**config.mk**
```make
export PLATFORM = sky130hd
export DESIGN_NAME = instr_sequencer
export DESIGN_NICKNAME = d
export VERILOG_FILES = /design/src/rtl/seq_pkg.sv /design/src/rtl/imm_gen.sv /design/src/rtl/instr_sequencer.sv
export SDC_FILE = /design/constraint.sdc
export NUM_CORES = 1
export LEC_CHECK = 0
export BUFFER_PORTS_ARGS = -buffer_cell sky130_fd_sc_hd__buf_2
export CAP_MARGIN = 25
export CORE_UTILIZATION = 51
export CTS_CLUSTER_DIAMETER = 150
export CTS_CLUSTER_SIZE = 25
export DETAILED_ROUTE_END_ITERATION = 7
export PLACE_DENSITY = 0.78
export SYNTH_ARGS = -nofsm -noshare
export SYNTH_HDL_FRONTEND = slang
export SYNTH_SLANG_ARGS = --single-unit
```
**constraint.sdc**
```tcl
create_clock -name clk -period 3.3 [get_ports clk]
set_input_delay 0.165 -clock clk [delete_from_list [all_inputs] [get_ports clk]]
set_output_delay 0.165 -clock clk [all_outputs]
set_load 0.01 [all_outputs]
```
**src/rtl/seq_pkg.sv**
```systemverilog
// seq_pkg: shared decode constants and the FSM state type for the
// instruction sequencer. All three states are listed here. HALT is only
// reachable when the design is built with SEQ_HALT_DETECT_EN.
package seq_pkg;

    localparam logic [6:0] OP_ADDI   = 7'b0010011;
    localparam logic [6:0] OP_BRANCH = 7'b1100011;

    localparam logic [2:0] F3_ADD = 3'b000;
    localparam logic [2:0] F3_BNE = 3'b001;

    typedef enum logic [1:0] {
        FETCH = 2'd0,
        EXEC  = 2'd1,
        HALT  = 2'd2
    } seq_state_e;

endpackage

```
**src/rtl/imm_gen.sv**
```systemverilog
// imm_gen: combinational immediate extraction for the sequencer.
//   instr  [31:0]     in   latched instruction word
//   imm_i  [XLEN-1:0] out  sign-extended I-type immediate instr[31:20]
//   imm_b  [XLEN-1:0] out  sign-extended B-type branch offset (bit 0 = 0)
module imm_gen #(
    parameter int XLEN = 32
) (
    input  logic [31:0]     instr,
    output logic [XLEN-1:0] imm_i,
    output logic [XLEN-1:0] imm_b
);

    // Opcode and rs1/funct3 bits carry no immediate information.
    logic unused_fields;
    assign unused_fields = ^{instr[19:12], instr[6:0]};

    assign imm_i = {{(XLEN-12){instr[31]}}, instr[31:20]};
    assign imm_b = {{(XLEN-13){instr[31]}}, instr[31], instr[7],
                    instr[30:25], instr[11:8], 1'b0};

endmodule

```
**src/rtl/instr_sequencer.sv**
```systemverilog
// instr_sequencer: two-cycle fetch/execute controller for addi and bne.
// Optional feature macro: SEQ_HALT_DETECT_EN (halt on a taken bne self-loop).
//   clk, rst_n                 clock, async active-low reset
//   imem_req/addr/ack/rdata    instruction fetch handshake (addr == pc)
//   AD1, AD2, AD3              rs1 / rs2 / rd addresses to the datapath
//   WE3, ALUSrc, ALUAdd        reg write enable, immediate select, add control
//   ImmOp                      sign-extended immediate
//   EQ                         datapath equality flag, sampled in EXEC
//   pc                         current program counter
//   illegal, halted            sticky status flags
//
// state | meaning
// FETCH | request word at pc, wait for imem_ack
// EXEC  | decode latched word, drive datapath, update pc
// HALT  | self-loop detected, idle until reset (SEQ_HALT_DETECT_EN only)
module instr_sequencer
    import seq_pkg::*;
#(
    parameter int              XLEN         = 32,
    parameter logic [XLEN-1:0] PC_RESET_VAL = '0
) (
    input  logic            clk,
    input  logic            rst_n,
    output logic            imem_req,
    output logic [XLEN-1:0] imem_addr,
    input  logic            imem_ack,
    input  logic [XLEN-1:0] imem_rdata,
    output logic [4:0]      AD1,
    output logic [4:0]      AD2,
    output logic [4:0]      AD3,
    output logic            WE3,
    output logic            ALUSrc,
    output logic            ALUAdd,
    output logic [XLEN-1:0] ImmOp,
    input  logic            EQ,
    output logic [XLEN-1:0] pc,
    output logic            illegal,
    output logic            halted
);

    localparam logic [XLEN-1:0] PC_STEP = XLEN'(4);

    seq_state_e      state_q;
    logic [XLEN-1:0] pc_q;
    logic [XLEN-1:0] instr_q;
    logic            illegal_q;
    logic            fetch_en_q;
    logic [XLEN-1:0] imm_i;
    logic [XLEN-1:0] imm_b;
    logic            in_exec;
    logic            is_addi;
    logic            is_bne;
    logic [XLEN-1:0] pc_next;

    imm_gen #(.XLEN(XLEN)) u_imm_gen (
        .instr (instr_q[31:0]),
        .imm_i (imm_i),
        .imm_b (imm_b)
    );

    assign in_exec = (state_q == EXEC);
    assign is_addi = (instr_q[6:0] == OP_ADDI)   && (instr_q[14:12] == F3_ADD);
    assign is_bne  = (instr_q[6:0] == OP_BRANCH) && (instr_q[14:12] == F3_BNE);

    // fetch_en_q keeps the request low until the first edge after reset, so
    // an ack still on the bus from an abandoned fetch cannot be accepted.
    assign imem_req  = (state_q == FETCH) && fetch_en_q;
    assign imem_addr = pc_q;
    assign pc        = pc_q;
    assign illegal   = illegal_q;

    always_comb begin
        pc_next = pc_q + PC_STEP;
        if (is_bne && !EQ) begin
            pc_next = pc_q + imm_b;
        end
    end

    always_comb begin
        AD1    = '0;
        AD2    = '0;
        AD3    = '0;
        WE3    = 1'b0;
        ALUSrc = 1'b0;
        ALUAdd = 1'b0;
        ImmOp  = '0;
        if (in_exec && is_addi) begin
            AD1    = instr_q[19:15];
            AD3    = instr_q[11:7];
            WE3    = (instr_q[11:7] != 5'd0);
            ALUSrc = 1'b1;
            ALUAdd = 1'b1;
            ImmOp  = imm_i;
        end else if (in_exec && is_bne) begin
            AD1   = instr_q[19:15];
            AD2   = instr_q[24:20];
            ImmOp = imm_b;
        end
    end

`ifdef SEQ_HALT_DETECT_EN
    logic halted_q;
    logic self_loop;

    assign self_loop = is_bne && !EQ && (imm_b == '0);
    assign halted    = halted_q;
`else
    assign halted = 1'b0;
`endif

    always_ff @(posedge clk or negedge rst_n) begin
        if (!rst_n) begin
            state_q    <= FETCH;
            pc_q       <= PC_RESET_VAL;
            instr_q    <= '0;
            illegal_q  <= 1'b0;
            fetch_en_q <= 1'b0;
`ifdef SEQ_HALT_DETECT_EN
            halted_q   <= 1'b0;
`endif
        end else begin
            fetch_en_q <= 1'b1;
            case (state_q)
                FETCH: begin
                    if (imem_req && imem_ack) begin
                        instr_q <= imem_rdata;
                        state_q <= EXEC;
                    end
                end
                EXEC: begin
                    pc_q <= pc_next;
                    if (!is_addi && !is_bne) begin
                        illegal_q <= 1'b1;
                    end
`ifdef SEQ_HALT_DETECT_EN
                    if (self_loop) begin
                        halted_q <= 1'b1;
                        state_q  <= HALT;
                    end else begin
                        state_q <= FETCH;
                    end
`else
                    state_q <= FETCH;
`endif
                end
`ifdef SEQ_HALT_DETECT_EN
                HALT:    state_q <= HALT;
`endif
                default: state_q <= FETCH;
            endcase
        end
    end

endmodule

```
==> results of run 1 <==
-- power by group --
part           switching (mW)  leakage, nW  total, mW  internal (mW)
Combinational           0.551         2.41      0.951          0.400
Clock                   0.375        0.110      0.807          0.432
Sequential              0.139        0.834       1.05          0.907
-- per-stage QoR --
stage / util (%) / instances / hold slack, ns / setup WS (ns)
floorplan: - / 715 / -0.131 / 0.451
global placement: 57.6 / 929 / 0.216 / 0.445
detailed placement: 57.6 / 929 / 0.224 / 0.308
CTS: 62.7 / 976 / 0.00719 / 0.278
global route: 62.8 / 976 / 0.0129 / 0.0685
finish: 62.8 / 976 / 0.00734 / 0.255
-- worst register-to-register path: stages (launching register included) --
cell     delay, ns
dfrtp_1       0.68
ha_1          0.41
a21o_1        0.26
a31oi_4       0.22
nand2_1       0.12
nor3_1        0.53
o31ai_1       0.15
xnor2_1       0.23
o22ai_1       0.12
a21oi_1       0.19
nor2_1        0.06
-- per-layer routing --
metal | up-vias | wire (um) | global-route usage [%]
met5 | - | 0 | 0
met4 | 0 | 472 | 13.3
met3 | 39 | 1290 | 5.89
met2 | 274 | 7550 | 48.4
met1 | 2643 | 6520 | 35.9
li1 | 2696 | - | -
-- layout by cell type (no fill, tap or decap), drive strengths merged, types with 5 or more instances in the layout --
master,Yosys,routed
a22o,6,6
a211oi,5,5
inv,20,21
clkbuf,23,9
and4,5,5
nor2,36,36
a31oi,9,9
nand2,149,149
xnor2,16,16
o22ai,10,10
buf,59,160
dfrtp,66,66
o21a,12,12
a21oi,54,54
o21ai,42,42
and2,29,29
ha,31,31
nand4,15,15
nor2b,5,5
dlygate4sd3,0,31
and3,7,7
nor4,5,5
nand3,24,24
a21o,10,10
xor2,5,5
nor3,12,12
-- what timing repair did --
item,CTS,global route
endpoints found under the setup margin,0,1
gates resized for setup,0,1
hold buffers,31,0
endpoints found under the hold margin,55,0
buffers inserted,0,0
-- registers in the layout, summed over array words and instances, names as in the netlist --
signal      flops
instr_q        32
imem_addr      31
fetch_en_q      1
illegal         1
state_q         1
-- cell families (layout without fill, tap and decap cells) --
kind of cell	Yosys count	after routing
compound gates	180	180
xor+xnor	21	21
fa+ha+maj	32	32
buf+inv	103	228
flops	66	66
mux	3	3
other cells	2	4
simple gates	306	306
-- worst paths after layout --
check / startpoint / endpoint / slack, ns / cells after the start
hold / removal: imem_rdata[31] / instr_q[31] / 0.007 / 3
min in group asynchronous: rst_n / imem_addr[3] / 0.34 / 2
hold reg to reg: instr_q[19] / instr_q[19] / 0.48 / 2
setup reg to reg: instr_q[31] / imem_addr[23] / 0.25 / 10
setup / recovery: instr_q[31] / imem_addr[23] / 0.25 / 10
max in group asynchronous: rst_n / imem_addr[10] / 2.24 / 3
-- area by class of cell --
cell class                 instances  area (sq um)
clock inverter                     7           103
multi-input combinational        546          3270
tap                              136           170
timing repair buffer             191          1140
fill                             893          3880
clock buffer                       9           124
sequential                        66          1650
inverter                          21          78.8
==> impl_metrics.csv, run 1 <==
group,metric,value,unit
status,outcome,"finished clean",
power,vdd_drop_max,0.000318,V
synthesis,synthMuxAreaShare,0.568,%
grt,grt_pass1_wl,25800,um
setup_path,crit_slowest_cell,"dfrtp_1",
synthesis,synth_top_family_by_area,"simple AND/OR/NAND/NOR gates",
synthesis,synth-edff-count,0,
synthesis,async_flop_share,100,%
setup_path,endpoint_kind,"register",
route,first_pass_iters,5,
setup_path,cpPeakStageDelay,0.68,ns
synthesis,synthTopCellsByCount,"nand2_1, dfrtp_1, buf_4",
place,place_congestion,0.975,
die,dieArea,11200,sq um
die,pin_count,153,
worst_hold_path,hold_class,"input pin to register",
place,port_buffers,149,
synthesis,yosysTopAreaCellShare,30.0,%
sta,hold_viol_final,0,
sta,period_needed,3.05,ns
place,dpl.hpwl,11000,um
die,core,10400,sq um
setup_path,path_buf_inv,0,
setup_path,worstPathCellList,"ha_1, a21o_1, a31oi_4, nand2_1, nor3_1, o31ai_1, xnor2_1, o22ai_1, a21oi_1, nor2_1",
synthesis,syn_inst,713,
synthesis,synth_compound_area_share,21.6,%
setup_path,cp-start-kind,"register",
sta,finalClockSkew,0.0149,ns
clock_tree,clock_path_buffers,2,
route,drt-total-wl,15800,um
synthesis,seq_area_frac_synth,30.0,%
grt,grt_antenna_before_repair,0,
synthesis,ys_types,69,
synthesis,ys_seq_elements,66,
setup_path,critPathRequiredTime,3.58,ns
setup_path,critical_path_class,"register to register",
sta,max_slew_margin,33.4,%
setup_path,arrival,3.32,ns
clock_tree,htreeDepth,3,
power,powerDensity,429,nW/um^2
synthesis,synth_area_leaders,"dfrtp_1, nand2_1, buf_4",
layout,antenna-diode-count,0,
clock_tree,clock_latency,0.38,ns
sta,clock.fmax,328,MHz
synthesis,yosys_warnings,0,
die,die_y,106,um
route,viasPerCell,5.79,
place,placed_area,6000,sq um
die,start_util,52.9,%
layout,final_cell_area,6540,sq um
route,wl_per_cell,16.2,um
grt,grt.total_usage,28.9,%
setup_path,critPathTopFamily,"compound AO/OA/AOI/OAI gates",
clock_tree,cts_tree,"yes",
clock_tree,cts.sinks,66,
route,drtIter0Drc,357,
sta,rsz0062_at_grt,"no",
synthesis,synth-xor-area-share,3.34,%
synthesis,yosysTopAreaCell,"dfrtp_1",
layout,syn_to_final_growth,18.7,%
grt,first_global_vias,5371,
run,cap_violations,0,
route,drc,0,
sta,setup_viol,0,
clock_tree,numCtsBuffers,9,
sta,report.final.slew_viol_count,0,
sta,tightest_slew,0.999,ns
synthesis,ys.flop_type,"dfrtp_1",
synthesis,yosysMostFrequentCell,"nand2_1",
die,chipWidth,106,um
grt,grt_remaining_overflow,0,
synthesis,yosys.area_share.simple,26.2,%
layout,fin_nets,903,
synthesis,syn_area_per_cell,7.72,sq um
synthesis,syn-cell-area,5510,sq um
clock_tree,clkSlewWorstSetupHoldPaths,0.09,ns
route,vias,5652,
power,p_leak,3.36,nW
synthesis,synthAdderAreaFrac,7.41,%
clock_tree,cts_root_buf,"clkbuf_8",
sta,timing.final.crit_share,92.3,%
die,rows,37,
grt,grt_max_degree,66,
layout,drive_above_1_share,22.9,%
route,ant_nets,0,
sta,fin_tns_setup,0,ns
setup_path,cp_max_fo,14,
power,power,2.80,mW
No activity file was read; power rests on OpenSTA's default activity.
==> run 2: changes to the inputs <==
--- a/config.mk
+++ b/config.mk
@@ -7,11 +7,10 @@
 export LEC_CHECK = 0
 export BUFFER_PORTS_ARGS = -buffer_cell sky130_fd_sc_hd__buf_2
 export CAP_MARGIN = 25
-export CORE_UTILIZATION = 51
+export CORE_UTILIZATION = 35
 export CTS_CLUSTER_DIAMETER = 150
 export CTS_CLUSTER_SIZE = 25
 export DETAILED_ROUTE_END_ITERATION = 7
-export PLACE_DENSITY = 0.78
 export SYNTH_ARGS = -nofsm -noshare
 export SYNTH_HDL_FRONTEND = slang
 export SYNTH_SLANG_ARGS = --single-unit
==> run 2 against run 1 <==
- combinational power decreased by 4.4%
- final area increased by 0.69%
- hold slack improved by 0.0058 ns
- worst setup slack got worse by 0.0087 ns
- critical path depth unchanged
- global-route usage decreased by 9.3 points
- die area increased by 45%
- routed wire length decreased by 1.4%
- via count decreased by 5.9%
- final cell count increased by 6.5%
- sequential share of layout area decreased by 0.17 points
- non-clock buffer count decreased by 12
==> impl_metrics.csv, run 2 (synthesis results as in run 1) <==
group,metric,value,unit
status,outcome,"finished clean",
run,cap_violations,0,
layout,utilization,43.1,%
setup_path,worstPathCellList,"ha_1, a21o_1, a31oi_4, nand2_1, a32oi_2, a31oi_2, o41ai_2, and3b_1, a21oi_1, o21a_1",
setup_path,r2r_end,"imem_addr[29]",
power,swShare,36.4,%
layout,fin_nets,891,
setup_path,arrival,3.34,ns
power,p_leak,3.35,nW
die,pin_count,153,
power,clock_power_share,34.2,%
place,dpl.hpwl,11500,um
clock_tree,clock_latency,0.35,ns
clock_tree,htreeDepth,3,
layout,syn_to_final_growth,19.5,%
route,drt-total-wl,15600,um
setup_path,cp-start-kind,"register",
grt,first_global_vias,4918,
sta,setup_viol,0,
clock_tree,post_cts_resized,0,
sta,clock.fmax,327,MHz
die,start_util,36.1,%
setup_path,startpoint,"instr_q[31]",
sta,rsz0062_at_grt,"no",
layout,largest_reg_flops,32,
layout,final_cell_area,6580,sq um
power,powerDensity,452,nW/um^2
setup_path,r2r_slack,0.25,ns
route,first_pass_iters,4,
route,ant_nets,0,
clock_tree,clkSlewWorstSetupHoldPaths,0.06,ns
power,vdd_drop_max,0.000315,V
sta,tightest_slew,0.978,ns
layout,instances_no_fill,1039,
grt,grt_antenna_before_repair,0,
place,place_congestion,0.841,
grt,grt_pass1_wl,25100,um
worst_hold_path,hold_class,"input pin to register",
power,comb_power_share,30.5,%
setup_path,r2r_start,"instr_q[31]",
setup_path,critPathRequiredTime,3.59,ns
grt,grt_max_degree,39,
die,rows,45,
sta,finalClockSkew,0.00752,ns
clock_tree,cts_setup_buffers,0,
clock_tree,clock_path_buffers,2,
die,dieArea,16200,sq um
sta,period_needed,3.05,ns
layout,antenna-diode-count,0,
layout,final_cell_mix,"nand2_1, buf_2, dfrtp_1",
grt,grt.total_usage,19.7,%
clock_tree,cts_root_buf,"clkbuf_16",
route,wl_per_cell,15.0,um
power,seq_power_share,35.3,%
sta,fin_tns_setup,0,ns
layout,drive_above_1_share,23.3,%
setup_path,critical_path_class,"register to register",
sta,max_slew_margin,34.4,%
setup_path,worst-path-stages,10,
route,drc,0,
place,port_buffers,149,
die,core,15300,sq um
setup_path,endpoint,"imem_addr[29]",
setup_path,critPathTopFamily,"compound AO/OA/AOI/OAI gates",
route,drtIter0Drc,271,
power,switchingPower,1.08,mW
sta,hold-worst-slack,0.0131,ns
worst_hold_path,min_delay_path_depth,3,
setup_path,crit_slowest_cell,"dfrtp_1",
power,cellInternalPower,1.89,mW
setup_path,endpoint_kind,"register",
setup_path,worst_r2r_path_depth,10,
place,dp_cells,1006,
route,viasPerCell,5.12,
die,chipWidth,127,um
layout,top_register,"instr_q",
clock_tree,cts.sinks,66,
layout,fillers,1572,
setup_path,cp_max_fo,15,
clock_tree,numCtsBuffers,9,
setup_path,cpPeakStageDelay,0.70,ns
grt,grt_remaining_overflow,0,
sta,timing.final.crit_share,92.5,%
die,die_y,127,um
sta,hold_viol_final,0,
place,placed_area,6110,sq um
setup_path,path_buf_inv,0,
clock_tree,cts_tree,"yes",
sta,report.final.slew_viol_count,0,
route,vias,5318,
-- run 2: cell count changes in the layout (fill, tap and decap cells not counted) --
| cell | previous run | this run |
|---|---|---|
| dlygate4sd3_1 | 31 | 17 |
| clkbuf_16 | 0 | 9 |
| clkbuf_8 | 9 | 0 |
| inv_6 | 1 | 5 |
| clkinv_4 | 3 | 0 |
| buf_4 | 11 | 13 |
| a21oi_1 | 52 | 53 |
| a21oi_2 | 2 | 1 |
| bufinv_16 | 2 | 1 |
-- run 2: worst min-delay path, stage by stage --
cell and delay (ns):
buf_2 0.08, nand2_1 0.04, nand2_1 0.05
-- run 2: power by group through the flow --
stage	registers [mW]	clock network, mW	logic (mW)
2_1_floorplan	1.04	0	0.673
3_3_place_gp	1.07	0	0.882
3_5_place_dp	1.06	0	0.890
4_1_cts	1.05	1.05	0.909
5_1_grt	1.07	1.08	1.02
6_report	1.05	1.02	0.909
-- run 2: metrics by stage --
stage                     power (mW)  setup slack [ns]
final                           2.98             0.246
after detailed placement        1.95             0.308
after floorplan                 1.71             0.451
after global routing            3.17            0.0807
after CTS                       3.01             0.290
after global placement          1.95             0.358
-- run 2: metal layers --
metal  vias up  wire, um  track usage, %
met1      2450      7460            26.7
li1       2695         -               -
met3        24       814            3.39
met2       149      6940            30.5
met4         0       399            8.89
met5         -         0               0
-- run 2: how the worst min path moves through the flow --
| stage | startpoint | to | slack (ns) |
|---|---|---|---|
| 6_report | imem_rdata[5] | instr_q[5] | 0.01 |
| 5_1_grt | imem_rdata[7] | instr_q[7] | 0.02 |
| 4_1_cts | imem_rdata[21] | instr_q[21] | 0.0008 |
| 3_5_place_dp | imem_rdata[16] | instr_q[16] | 0.36 |
| 3_3_place_gp | rst_n | instr_q[28] | 0.33 |
| 2_1_floorplan | rst_n | fetch_en_q | -0.13 |
-- run 2: area by class of cell --
cell class                      count  area, sq um  share of cell area [%]
Timing Repair Buffer              179         1010                    15.4
Clock inverter                      7         81.3                    1.24
Inverter                           21         78.8                    1.20
Sequential cell                    66         1650                    25.1
Tap cell                          211          264                    4.01
Multi-Input combinational cell    546         3270                    49.6
Clock buffer                        9          225                    3.42
-- run 2: repair_timing --
item	CTS	global route
hold buffers	17	0
setup endpoints to repair	0	0
hold endpoints to repair	52	0
